$ cat config.mk
export PLATFORM = sky130hd
export DESIGN_NAME = alu_arbiter
export DESIGN_NICKNAME = d
export VERILOG_FILES = /design/src/rtl/alu_arbiter_pkg.sv /design/src/rtl/alu_arbiter_rr_picker.sv /design/src/rtl/alu_arbiter.sv
export SDC_FILE = /design/constraint.sdc
export NUM_CORES = 1
export LEC_CHECK = 0
export ABC_AREA = 1
export CORE_MARGIN = 2
export CORE_UTILIZATION = 50
export DETAILED_ROUTE_END_ITERATION = 10
export DONT_BUFFER_PORTS = 1
export GPL_TIMING_DRIVEN = 1
export PLACE_DENSITY = 0.73
export SLEW_MARGIN = 20
export SYNTH_ARGS = -nofsm -noshare
export SYNTH_HDL_FRONTEND = slang
export SYNTH_SLANG_ARGS = --single-unit
export TNS_END_PERCENT = 30
$ cat constraint.sdc
create_clock -name clk -period 2.7 [get_ports clk]
set_input_delay 0 -clock clk [delete_from_list [all_inputs] [get_ports clk]]
set_output_delay 0 -clock clk [all_outputs]
set_load 0.005 [all_outputs]
$ cat src/rtl/alu_arbiter_pkg.sv
// Shared definitions for the processor ALU and its front-end arbiter.
//   ALU_WIDTH   default operand/result width
//   ALU_OPW     default opcode width
//   arb_state_e arbiter FSM encoding
package alu_arbiter_pkg;

   localparam int ALU_WIDTH = 8;
   localparam int ALU_OPW   = 3;

   typedef enum logic [1:0] {
      ST_IDLE = 2'd0,
      ST_EXEC = 2'd1,
      ST_RESP = 2'd2
   } arb_state_e;

endpackage

$ cat src/rtl/alu_arbiter_rr_picker.sv
// Round-robin priority picker, purely combinational.
//   req    request vector, one bit per requester
//   ptr    index of the most recently granted requester
//   grant  one-hot grant: first set req bit searching from ptr+1 upward,
//          wrapping modulo NREQ; all-zero when req is empty
module rr_picker #(
   parameter int NREQ = 4
) (
   input  logic [NREQ-1:0]         req,
   input  logic [$clog2(NREQ)-1:0] ptr,
   output logic [NREQ-1:0]         grant
);

   localparam int IW = $clog2(NREQ);

   always_comb begin
      logic         found;
      logic [IW-1:0] idx;
      grant = '0;
      found = 1'b0;
      idx   = '0;
      // i runs 1..NREQ so the last candidate checked is ptr itself
      for (int i = 1; i <= NREQ; i++) begin
         idx = IW'((int'(ptr) + i) % NREQ);
         if (!found && req[idx]) begin
            grant[idx] = 1'b1;
            found      = 1'b1;
         end
      end
   end

endmodule

$ cat src/rtl/alu_arbiter.sv
// Arbiter sharing one pipelined ALU among NREQ requesters, one operation
// in flight at a time, round-robin fair.
//   clk, rst                 clock, synchronous active-high reset
//   req_valid/req_ready      per-requester request handshake (ready one-hot)
//   req_a/req_b/req_op       packed per-requester operands, slice i = req i
//   alu_a/alu_b/alu_op       operands driven to the shared ALU
//   alu_r                    ALU result, valid ALU_LAT cycles after drive
//   rsp_valid/rsp_ready      response handshake
//   rsp_data/rsp_id          result and owning requester index
//
// state | meaning
// IDLE  | waiting for any req_valid; grant offered combinationally
// EXEC  | operands on the ALU, latency counter running down
// RESP  | result held until rsp_ready
module alu_arbiter
   import alu_arbiter_pkg::*;
#(
   parameter int NREQ    = 4,
   parameter int WIDTH   = ALU_WIDTH,
   parameter int OPW     = ALU_OPW,
   parameter int ALU_LAT = 1
) (
   input  logic                    clk,
   input  logic                    rst,
   input  logic [NREQ-1:0]         req_valid,
   input  logic [NREQ*WIDTH-1:0]   req_a,
   input  logic [NREQ*WIDTH-1:0]   req_b,
   input  logic [NREQ*OPW-1:0]     req_op,
   output logic [NREQ-1:0]         req_ready,
   output logic [WIDTH-1:0]        alu_a,
   output logic [WIDTH-1:0]        alu_b,
   output logic [OPW-1:0]          alu_op,
   input  logic [WIDTH-1:0]        alu_r,
   output logic                    rsp_valid,
   output logic [WIDTH-1:0]        rsp_data,
   output logic [$clog2(NREQ)-1:0] rsp_id,
   input  logic                    rsp_ready
);

   localparam int IW = $clog2(NREQ);

   arb_state_e     state, state_nxt;
   logic [IW-1:0]  ptr;
   logic [IW-1:0]  cur_id;
   logic [IW-1:0]  gnt_idx;
   logic [NREQ-1:0] grant;
   logic [2:0]     cnt;
   logic [WIDTH-1:0] cap_a, cap_b;
   logic [OPW-1:0] cap_op;
   logic           take;
   logic           exec_done;

   rr_picker #(.NREQ(NREQ)) u_picker (
      .req   (req_valid),
      .ptr   (ptr),
      .grant (grant)
   );

   always_comb begin
      gnt_idx = '0;
      cap_a   = '0;
      cap_b   = '0;
      cap_op  = '0;
      for (int i = 0; i < NREQ; i++) begin
         if (grant[i]) begin
            gnt_idx = IW'(i);
            cap_a   = req_a[i*WIDTH +: WIDTH];
            cap_b   = req_b[i*WIDTH +: WIDTH];
            cap_op  = req_op[i*OPW +: OPW];
         end
      end
   end

   assign req_ready = (state == ST_IDLE && !rst) ? grant : '0;
   assign take      = |(req_valid & req_ready);
   assign exec_done = (state == ST_EXEC) && (cnt == 3'd0);
   assign rsp_valid = (state == ST_RESP);

   always_ff @(posedge clk) begin
      if (rst) state <= ST_IDLE;
      else     state <= state_nxt;
   end

   always_comb begin
      state_nxt = state;
      case (state)
         ST_IDLE: if (take)      state_nxt = ST_EXEC;
         ST_EXEC: if (exec_done) state_nxt = ST_RESP;
         ST_RESP: if (rsp_ready) state_nxt = ST_IDLE;
         default:                state_nxt = ST_IDLE;
      endcase
   end

   always_ff @(posedge clk) begin
      if (rst) begin
         ptr      <= IW'(NREQ - 1);
         cur_id   <= '0;
         cnt      <= 3'd0;
         alu_a    <= '0;
         alu_b    <= '0;
         alu_op   <= '0;
         rsp_data <= '0;
         rsp_id   <= '0;
      end else if (take) begin
         alu_a  <= cap_a;
         alu_b  <= cap_b;
         alu_op <= cap_op;
         cur_id <= gnt_idx;
         ptr    <= gnt_idx;
         cnt    <= 3'(ALU_LAT);
      end else if (state == ST_EXEC) begin
         // the extra cycle at zero is where alu_r gets sampled, giving
         // capture-to-response latency of ALU_LAT+1
         if (cnt == 3'd0) begin
            rsp_data <= alu_r;
            rsp_id   <= cur_id;
         end else begin
            cnt <= cnt - 3'd1;
         end
      end
   end

endmodule
# Yosys cells after proc, flatten, opt, wreduce, memory -nomap -nowiden
# Cells that the tools add are included.
# op_classes
n_addsub,5
magnitude_cmp,8
eq_ne,6
n_mux,46
n_bitwise,6
reduce_logical,22
# ops
op,n
$mux 8,8
$mux 4,5
$mux 1,15
$lt 2x3->1 const B,4
$mux 3,4
$or 4x4->4,3
$mux 2,5
$logic_and 1x1->1,9
$bmux 1 s2,4
$demux 1 s2,4
$ge 2x1->1 const B,4
$ne 2x2->1 const B,3
$pmux 2 s3,1
$reduce_and 3->1,2
$reduce_or 5->1,1
$add 2x1->2 const B,2
$add 2x2->2 const B,2
$and 4x4->4,1
$logic_not 1->1,4
$reduce_and 2->1,2
$reduce_or 4->1,1
$logic_not 3->1,1
$sub 3x1->3 const B,1
$eq 2x1->1 const B,1
5 further kinds,6
# word_totals
register_bits,38
output_inout_bits,34
word_cells,103

# Longest topological paths before layout
# Gate-level depths: netlist of the first run.
# depth
word_depth,18
mapped_depth,17
mapped_depth_nobuf,16

# Cells and area by module
# From an unflattened synthesis of the first run, not the netlist that was laid out.
# hier_totals
hier_cells,448
hier_area_um2,2655.0
# by_module_without_submodules
module,n_inst,cells_per_inst,area_per_inst_um2
alu_arbiter,1,373,2233.4
rr_picker,1,75,421.7

# Worst setup path before layout of the first run
# Ideal clock, no wire load.
# synth_path
kind,flip-flop to flip-flop
startpoint,reg ptr[0]
endpoint,reg alu_a[7]
setup_time_ns,0.111
arrival_time_ns,2.252
required_ns,2.589
slack_ns,0.336
stages_incl_launch_ff,16
path_buffers,1
cell_sequence,dfxtp_1 inv_2 ha_1 inv_1 nand3_2 nand2_4 nand2_4 nor2_4 nand2_2 nand2_4 nand3_1 nand2_1 nor2_4 buf_4 nor2_1 nor2_1
# synth_between
elab_chain_cells,17
# synth_rtl
item,line,rtl
from (decl),alu_arbiter.sv:43,logic [IW-1:0] ptr;
from (signal assigned),alu_arbiter.sv:96,ptr <= IW'(NREQ - 1);
from (signal assigned),alu_arbiter.sv:109,ptr <= gnt_idx;
"parallel branches: the longest is 12 deep, another holds $lt 2x3->1",n/a,
$mux 4 (*),alu_arbiter_rr_picker.sv:25,if (!found && req[idx]) begin
$mux 8 (4 in series),alu_arbiter.sv:65,if (grant[i]) begin
to (signal assigned),alu_arbiter.sv:105,alu_a <= cap_a;
to (decl),alu_arbiter.sv:30,"output logic [WIDTH-1:0] alu_a,"
# Mark *: on every way between the ends. The select of a mux whose other input is x is not followed.
# A chain may end at the register's enable or synchronous reset.

# Worst setup path in the final report of the first run
# layout_path
startpoint,reg ptr[1]
endpoint,reg alu_b[7]
# layout_between
elab_chain_cells,17
# layout_rtl
item,line,rtl
"parallel branches: the longest is 12 deep, another holds $lt 2x3->1",n/a,
$mux 4 (*),alu_arbiter_rr_picker.sv:25,
$mux 8 (4 in series),alu_arbiter.sv:65,
to (signal assigned),alu_arbiter.sv:106,alu_b <= cap_b;
to (decl),alu_arbiter.sv:31,"output logic [WIDTH-1:0] alu_b,"
# Marked as above.

==> impl_metrics.ini, run 1 <==
[power]
powerDensity_nw_per_um2 = 1304
irDropWorstVdd_mv = 0.5950
p_leak_nw = 1.740

[critical_path]
cp_max_fo = 19
critPathSlowestCell = nor2_4
worst_r2r_startpoint = ptr[1]
crit_start = ptr[1]
arrival_ps = 2680
r2r_slack_ps = 250
path_cells = inv_1 -> ha_1 -> inv_1 -> nand3_2 -> nand2_4 -> nand3_2 -> inv_2 -> nand2_1 -> nand3_2 -> buf_4 -> nor2_4 -> a21oi_1 -> nand2_1 -> nor2_1 -> nor2_1
critPathMaxStageDelay_ps = 400
r2r-end = alu_b[7]
cp_top_family = simple AND/OR/NAND/NOR gates
reg2regPathDepth = 15
required_ps = 2930
worstSetupPathType = flip-flop to flip-flop
cpMostUsedCell = nand3_2
critPathBufInv = 4
start_kind = flip-flop
end_kind = flip-flop

[place]
gp_congestion = 1.022
place_hpwl_um = 5925
port_buffers = 0
place_ws_ps = 144.4
placedCellCount = 563
place_area_sq_um = 2949

[cts]
cts_root_buf = clkbuf_8
cts_tree = done
path_clk_slew_ps = 80
post_cts_buffers = 0
h-tree-depth = 2
cts_buffer_depth = 2
cts.sinks = 38
clock_latency_ps = 290
numCtsBuffers = 5

[min_path]
min_from = req_b[22]
min_to = alu_b[6]
hold_path_class = primary input to flip-flop
holdPathStages = 6

[logic_synthesis]
syn_nets = 600
ys_types = 22
ys_top_cells_by_count = nand2_1 (175), nor2_1 (74), nand3_1 (66), inv_1 (51), dfxtp_1 (38)
syn_inst = 499
synth_top_area_share_pct = 26.56
synthArstFlopShare_pct = 0
synth_edf_count = 0
synth_area_leaders = dfxtp_1 (27%), nand2_1 (23%), nand3_1 (12%)
ys.flop_type = dfxtp_1
ys.warnings.count = 0
yosys.area.top_type = dfxtp_1
yosysMostFrequentCell = nand2_1
yosysSeqAreaShare_pct = 26.56
synth.cell_area_sq_um = 2864
synth_seq_cells = 38
avgSynthCellArea_sq_um = 5.739

[floorplan]
die_h_um = 79.69
initial_utilization_pct = 52.01
coreArea_sq_um = 5507
die_w_um = 79.69
io_pins = 125
dieArea_sq_um = 6350
num_rows = 27

[final_layout]
layout-drive-gt1-share_pct = 9.284
area_growth_pct = 14.46
design_area_sq_um = 3278
nets = 617
num_antenna_cells = 0
stdcell_count = 589
fin_util_pct = 59.53

[timing]
setup_viol = 0
fmax_ghz = 0.4085
post-route-period-util_pct = 90.67
drv_slew = 0
rsz0062_at_grt = true
finalSetupTns_ps = 0
fin_crit_ps = 2448
hold_viol_final = 0
skew_ps = 4.566
max_slew_margin_pct = 61.38
worstMarginPinSlew_ps = 574.9
setup_slack_ps = 252.0

[detailed_routing]
drt_iter0_drc = 182
vias = 3167
finalWirelength_um = 8140
wire_per_inst_um = 13.82
route.detailed.drc = 0
drt.antenna.violating_nets = 0
dr.pass1.iters = 5
via_per_inst = 5.377

[grt]
grt_max_degree = 35
grt-ovfl-total = 0
track_usage_pct = 25.77
grt_pass1_wl_um = 12930
grt_pass1_vias = 2976
antenna_found_initial = 0

[flow_run]
drv_cap = 0

[status]
status = finished clean
==> layout make-up <==
class                   count  area [sq um]
multi-input cells         385          1799
inverters                  56         210.2
repair buffers             30         280.3
clock inverters             3         68.82
well taps                  72         90.09
fillers                   543          2228
flip-flops and latches     38         760.7
clock buffers               5         68.82
==> metrics by stage <==
stage / hold slack, ps / power, mW
finish: 22.25 / 4.276
global route: 60.87 / 4.704
CTS: 24.08 / 4.224
detailed placement: 72.70 / 3.604
global placement: 70.33 / 3.558
floorplan: 69.07 / 3.002
==> how the worst max path moves through the flow <==
stage,endpoint,cells after the start
2_1_floorplan,alu_a[7],15
3_3_place_gp,alu_b[2],15
3_5_place_dp,alu_b[7],17
4_1_cts,alu_a[0],17
5_1_grt,alu_b[0],16
6_report,alu_b[7],15
==> cell usage in the layout (no fill, tap or decap), types with 5 or more instances in the layout <==
cell type and count:
inv_1 51, a21oi_1 28, buf_4 12, nor2_1 73, nand2_2 5, nand3_1 66
nor2_4 7, clkbuf_8 5, nand3_2 5, dlygate4sd3_1 17, ha_1 10, dfxtp_1 38
nand2_1 174
==> layer usage <==
metal | track usage, % | part of all wire, %
met3 | 7.919 | 10
met4 | 8.103 | 2.1
met2 | 46.13 | 48
met1 | 29.00 | 40
met5 | 0 | 0
==> worst register-to-register path, cell delays in order, from the launching register on <==
cell and delay (ps):
dfxtp_1 340, inv_1 60, ha_1 320, inv_1 90, nand3_2 140, nand2_4 100
nand3_2 110, inv_2 50, nand2_1 80, nand3_2 120, buf_4 200, nor2_4 400
a21oi_1 160, nand2_1 110, nor2_1 40, nor2_1 100
==> repair_timing <==
action,CTS,global route
hold buffers,17,0
endpoints found under the hold margin,20,0
setup endpoints to repair,0,19
gates resized for setup,0,4
==> flip-flops by register name, summed over array words and instances (netlist names) <==
register and cells:
alu_a 8, alu_b 8, rsp_data 8, alu_op 3, cnt 3, cur_id 2, ptr 2, rsp_id 2
state 2
==> power by group <==
group / internal [mW] / switching [mW] / leakage [nW] / total (mW)
Combinational: 0.943 / 1.90 / 1.36 / 2.84
Clock: 0.370 / 0.212 / 0.0683 / 0.583
Sequential: 0.730 / 0.120 / 0.310 / 0.850
==> cells by family (layout without fill, tap and decap cells) <==
family / count (synthesis) / count (layout) / share of synthesized area [%]
compound gates: 34 / 34 / 5.941
fa+ha+maj: 10 / 10 / 4.369
buf+inv: 77 / 94 / 11.36
flops: 38 / 38 / 26.56
simple gates: 340 / 341 / 51.77
Note: power is estimated with default switching activity, not from simulation.
==> run 2, diff against run 1 <==
--- a/config.mk
+++ b/config.mk
@@ -7,11 +7,11 @@
 export LEC_CHECK = 0
 export ABC_AREA = 1
 export CORE_MARGIN = 2
-export CORE_UTILIZATION = 50
+export CORE_UTILIZATION = 52
 export DETAILED_ROUTE_END_ITERATION = 10
 export DONT_BUFFER_PORTS = 1
 export GPL_TIMING_DRIVEN = 1
-export PLACE_DENSITY = 0.73
+export PLACE_DENSITY = 0.75
 export SLEW_MARGIN = 20
 export SYNTH_ARGS = -nofsm -noshare
 export SYNTH_HDL_FRONTEND = slang
==> impl_metrics.ini, run 2 (synthesis gave the netlist of run 1 again) <==
[status]
status = finished clean

[cts]
clock_latency_ps = 290
cts_buffer_depth = 2
h-tree-depth = 2
cts_root_buf = clkbuf_8
cts_tree = done
cts.sinks = 38
numCtsBuffers = 5
path_clk_slew_ps = 80

[timing]
setup_viol = 0
fmax_ghz = 0.3952
post-route-period-util_pct = 93.72
hold_viol_final = 0
fin_crit_ps = 2530
skew_ps = 8.232
max_slew_margin_pct = 55.43
worstMarginPinSlew_ps = 663.4
drv_slew = 0
rsz0062_at_grt = true

[floorplan]
io_pins = 125
dieArea_sq_um = 6118
die_h_um = 78.22
num_rows = 27
coreArea_sq_um = 5405
initial_utilization_pct = 52.99
die_w_um = 78.22

[grt]
grt-ovfl-total = 0
track_usage_pct = 26.24
grt_pass1_wl_um = 12820
grt_max_degree = 33
antenna_found_initial = 0
grt_pass1_vias = 2722

[place]
place_area_sq_um = 2994
place_hpwl_um = 5947
placedCellCount = 569
gp_congestion = 0.9705
port_buffers = 0

[detailed_routing]
drt.antenna.violating_nets = 0
finalWirelength_um = 8240
via_per_inst = 5.289
drt_iter0_drc = 183
wire_per_inst_um = 13.85
dr.pass1.iters = 5
route.detailed.drc = 0
vias = 3147

[final_layout]
stdcell_count = 595
area_growth_pct = 15.99
final_common_cell = nand2_1
final_cell_mix = nand2_1 (175), nor2_1 (73), nand3_1 (66)
nets = 623
top_regs = alu_a x8, alu_b x8, rsp_data x8
layout-drive-gt1-share_pct = 10.13
num_antenna_cells = 0
nFillCells = 526
design_area_sq_um = 3322

[power]
total_power_mw = 4.261
swShare_pct = 50.94
powerDensity_nw_per_um2 = 1283
p_clk_share_pct = 13.5
intPower_mw = 2.090
p_leak_nw = 1.771
seqPwrFrac_pct = 19.9
switchingPower_mw = 2.170
irDropWorstVdd_mv = 0.6130
comb_power_share_pct = 66.6

[critical_path]
end_kind = flip-flop
cp_max_fo = 32
required_ps = 2920
worstSetupPathType = flip-flop to flip-flop
arrival_ps = 2750
start_kind = flip-flop

[flow_run]
drv_cap = 0

[min_path]
hold_path_class = primary input to flip-flop
run 2: worst max-delay path, cell delays in order, from the launching register on:
cell	delay, ps
dfxtp_1	350
inv_2	40
ha_1	320
inv_1	130
nand3_2	160
nand2_4	130
nand3_2	100
buf_4	150
nor2_1	160
nor2_4	70
nand2_4	150
nand3_1	100
nand2_2	130
nor2_4	50
buf_12	160
nand2_1	80
nand2_1	50
nor2_1	120
run 2: cell type report:
cell class / instances / area, sq um / area share, %
multi-input combinational: 384 / 1790 / 53.90
sequential: 38 / 760.7 / 22.90
timing repair buffer: 37 / 332.8 / 10.02
inverter: 56 / 210.2 / 6.328
tap: 72 / 90.09 / 2.712
clock buffer: 5 / 68.82 / 2.072
clock inverter: 3 / 68.82 / 2.072
run 2: metrics by stage:
stage	setup slack, ps	utilization [%]	TNS, ps	hold slack, ps
2_1_floorplan	336.5	-	0	69.07
3_3_place_gp	15.58	55.39	0	71.11
3_5_place_dp	-82.38	55.39	-1056	73.42
4_1_cts	8.937	61.13	0	23.71
5_1_grt	-10.59	61.46	-10.59	47.90
6_report	169.5	61.46	0	25.64
run 2: final timing paths:
check	start	slack, ps	depth (start not counted)	to
worst max-delay path	ptr[0]	170	17	alu_a[7]
worst min-delay path	req_b[19]	30	6	alu_b[3]
worst max register to register	ptr[0]	170	17	alu_a[7]
worst min register to register	cur_id[0]	480	2	cur_id[0]
run 2: repair_timing:
item / in CTS / in global routing
hold buffers: 17 / 0
setup buffers: 0 / 1
gates resized for setup: 1 / 2
pin swaps: 0 / 2
endpoints found under the setup margin: 19 / 27
hold endpoints to repair: 20 / 0
run 2: power groups by stage:
| stage | clock network [mW] | logic [mW] | registers [mW] |
|---|---|---|---|
| after floorplan | 0 | 2.16 | 0.842 |
| after global placement | 0 | 2.70 | 0.856 |
| after detailed placement | 0 | 2.74 | 0.860 |
| after CTS | 0.586 | 2.78 | 0.848 |
| after global routing | 0.609 | 3.23 | 0.863 |
| final | 0.576 | 2.84 | 0.849 |
run 2: metal layers:
layer | share of wire (%) | vias up | GRT usage [%]
li1 | - | 1593 | -
met1 | 40 | 1372 | 31.29
met2 | 47 | 156 | 43.97
met3 | 9.7 | 26 | 6.897
met4 | 3.8 | 0 | 12.28
met5 | 0 | - | 0
==> run 3, diff against run 2 <==
--- a/config.mk
+++ b/config.mk
@@ -11,6 +11,7 @@
 export DETAILED_ROUTE_END_ITERATION = 10
 export DONT_BUFFER_PORTS = 1
 export GPL_TIMING_DRIVEN = 1
+export MAX_ROUTING_LAYER = met4
 export PLACE_DENSITY = 0.75
 export SLEW_MARGIN = 20
 export SYNTH_ARGS = -nofsm -noshare
==> impl_metrics.ini, run 3 (synthesis gave the netlist of run 1 again) <==
[detailed_routing]
finalWirelength_um = 8151
drt.antenna.violating_nets = 0
via_per_inst = 5.200
drt_iter0_drc = 204
vias = 3094
route.detailed.drc = 0
wire_per_inst_um = 13.70
dr.pass1.iters = 4

[final_layout]
num_antenna_cells = 0
final_common_cell = nand2_1
stdcell_count = 595
nets = 623
nFillCells = 544
layout-drive-gt1-share_pct = 10.52
multi_input_area_sq_um = 1788
area_growth_pct = 15.95
design_area_sq_um = 3321
top_regs = alu_a x8, alu_b x8, rsp_data x8
final_cell_mix = nand2_1 (175), nor2_1 (72), nand3_1 (66)
fin_util_pct = 61.44
seqCellArea_sq_um = 760.7

[cts]
cts_root_buf = clkbuf_8
cts_buffer_depth = 2
clock_latency_ps = 300
h-tree-depth = 2
cts.sinks = 38
cts_tree = done
numCtsBuffers = 5
path_clk_slew_ps = 80

[timing]
fin_crit_ps = 2507
hold_viol_final = 0
max_slew_margin_pct = 58.93
worstMarginPinSlew_ps = 611.3
fmax_ghz = 0.3989
rsz0062_at_grt = false
setup_viol = 0
skew_ps = 8.282
drv_slew = 0
post-route-period-util_pct = 92.84

[power]
comb_power_share_pct = 66.4
irDropWorstVdd_mv = 0.5339
p_leak_nw = 1.772
swShare_pct = 50.57
powerDensity_nw_per_um2 = 1283
switchingPower_mw = 2.155
p_clk_share_pct = 13.7
seqPwrFrac_pct = 19.9
total_power_mw = 4.260
intPower_mw = 2.106

[flow_run]
drv_cap = 0

[critical_path]
critPathMaxStageDelay_ps = 350
critPathSlowestCell = dfxtp_1
arrival_ps = 2510
critPathBufInv = 5
start_kind = flip-flop
end_kind = primary output
cp_max_fo = 12
cp_top_family = simple AND/OR/NAND/NOR gates
required_ps = 2700
path_cells = inv_2 -> ha_1 -> inv_1 -> nand3_2 -> nand2_4 -> nand3_2 -> buf_4 -> nor2_2 -> nor2_4 -> nand2_4 -> buf_4 -> inv_1 -> nor2_1
worstSetupPathType = flip-flop to primary output

[status]
status = finished clean

[place]
place_hpwl_um = 5982
port_buffers = 0
placedCellCount = 571
gp_congestion = 0.9654
place_area_sq_um = 3009

[grt]
grt_pass1_vias = 2827
grt_max_degree = 33
grt-ovfl-total = 0
track_usage_pct = 27.03
grt_pass1_wl_um = 12940
antenna_found_initial = 0

[floorplan]
coreArea_sq_um = 5405
dieArea_sq_um = 6118
num_rows = 27
die_h_um = 78.22
io_pins = 125
die_w_um = 78.22
initial_utilization_pct = 52.99

[min_path]
hold_path_class = primary input to flip-flop
==> run 3: changes by cell type in the layout (fill, tap and decap cells not counted) <==
cell           delta
nor2_2            +1
nor2_1            -1
nand2_2           +1
dlygate4sd3_1     -1
buf_6             +1
nand2_4           -1
==> run 3: cell type report <==
class / instances / share of cell area (%)
Clock buffer: 5 / 2.072
Inverter: 56 / 6.330
Timing Repair Buffer: 37 / 10.06
Tap cell: 72 / 2.713
Sequential cell: 38 / 22.91
Clock inverter: 3 / 2.072
Multi-Input combinational cell: 384 / 53.84
==> run 3: worst paths after layout <==
check / start / end / slack [ps] / depth (start not counted)
min reg2reg: cur_id[1] / cur_id[1] / 470 / 2
min: req_b[4] / alu_b[4] / 3 / 4
max reg2reg: ptr[0] / cur_id[0] / 240 / 17
max: ptr[0] / req_ready[1] / 190 / 13
==> run 3: tightest hold or removal path: cells and delay by family <==
family | cells | cell delay (ps)
simple gates | 4 | 270
==> run 3: power by group through the flow <==
stage          logic, mW  clock network [mW]  registers (mW)
6_report            2.83               0.584           0.848
3_3_place_gp        2.73                   0           0.855
4_1_cts             2.80               0.591           0.849
5_1_grt             3.22               0.617           0.867
3_5_place_dp        2.77                   0           0.860
2_1_floorplan       2.16                   0           0.842
==> run 3: per-stage QoR <==
stage / hold WS [ps] / setup WS, ps / setup TNS [ps]
6_report: 3.102 / 193.4 / 0
5_1_grt: 42.98 / 11.08 / 0
4_1_cts: 7.982 / 142.8 / 0
3_5_place_dp: 72.31 / -129.2 / -1582
3_3_place_gp: 71.14 / 11.18 / 0
2_1_floorplan: 69.07 / 336.5 / 0
==> run 3: layer usage <==
metal / GRT usage [%] / share of wire, % / vias up
met5: - / 0 / -
met4: 11.23 / 2.9 / 0
met3: 6.782 / 7.9 / 21
met2: 44.74 / 48 / 107
met1: 31.37 / 42 / 1380
li1: - / - / 1586
==> run 3: timing repair <==
item / in CTS / in global routing
setup endpoints to repair: 19 / 12
buffers inserted: 0 / 0
gates resized for setup: 1 / 3
cloned: 0 / 0
pin swaps: 0 / 0
endpoints found under the hold margin: 20 / 0
hold buffers: 16 / 0
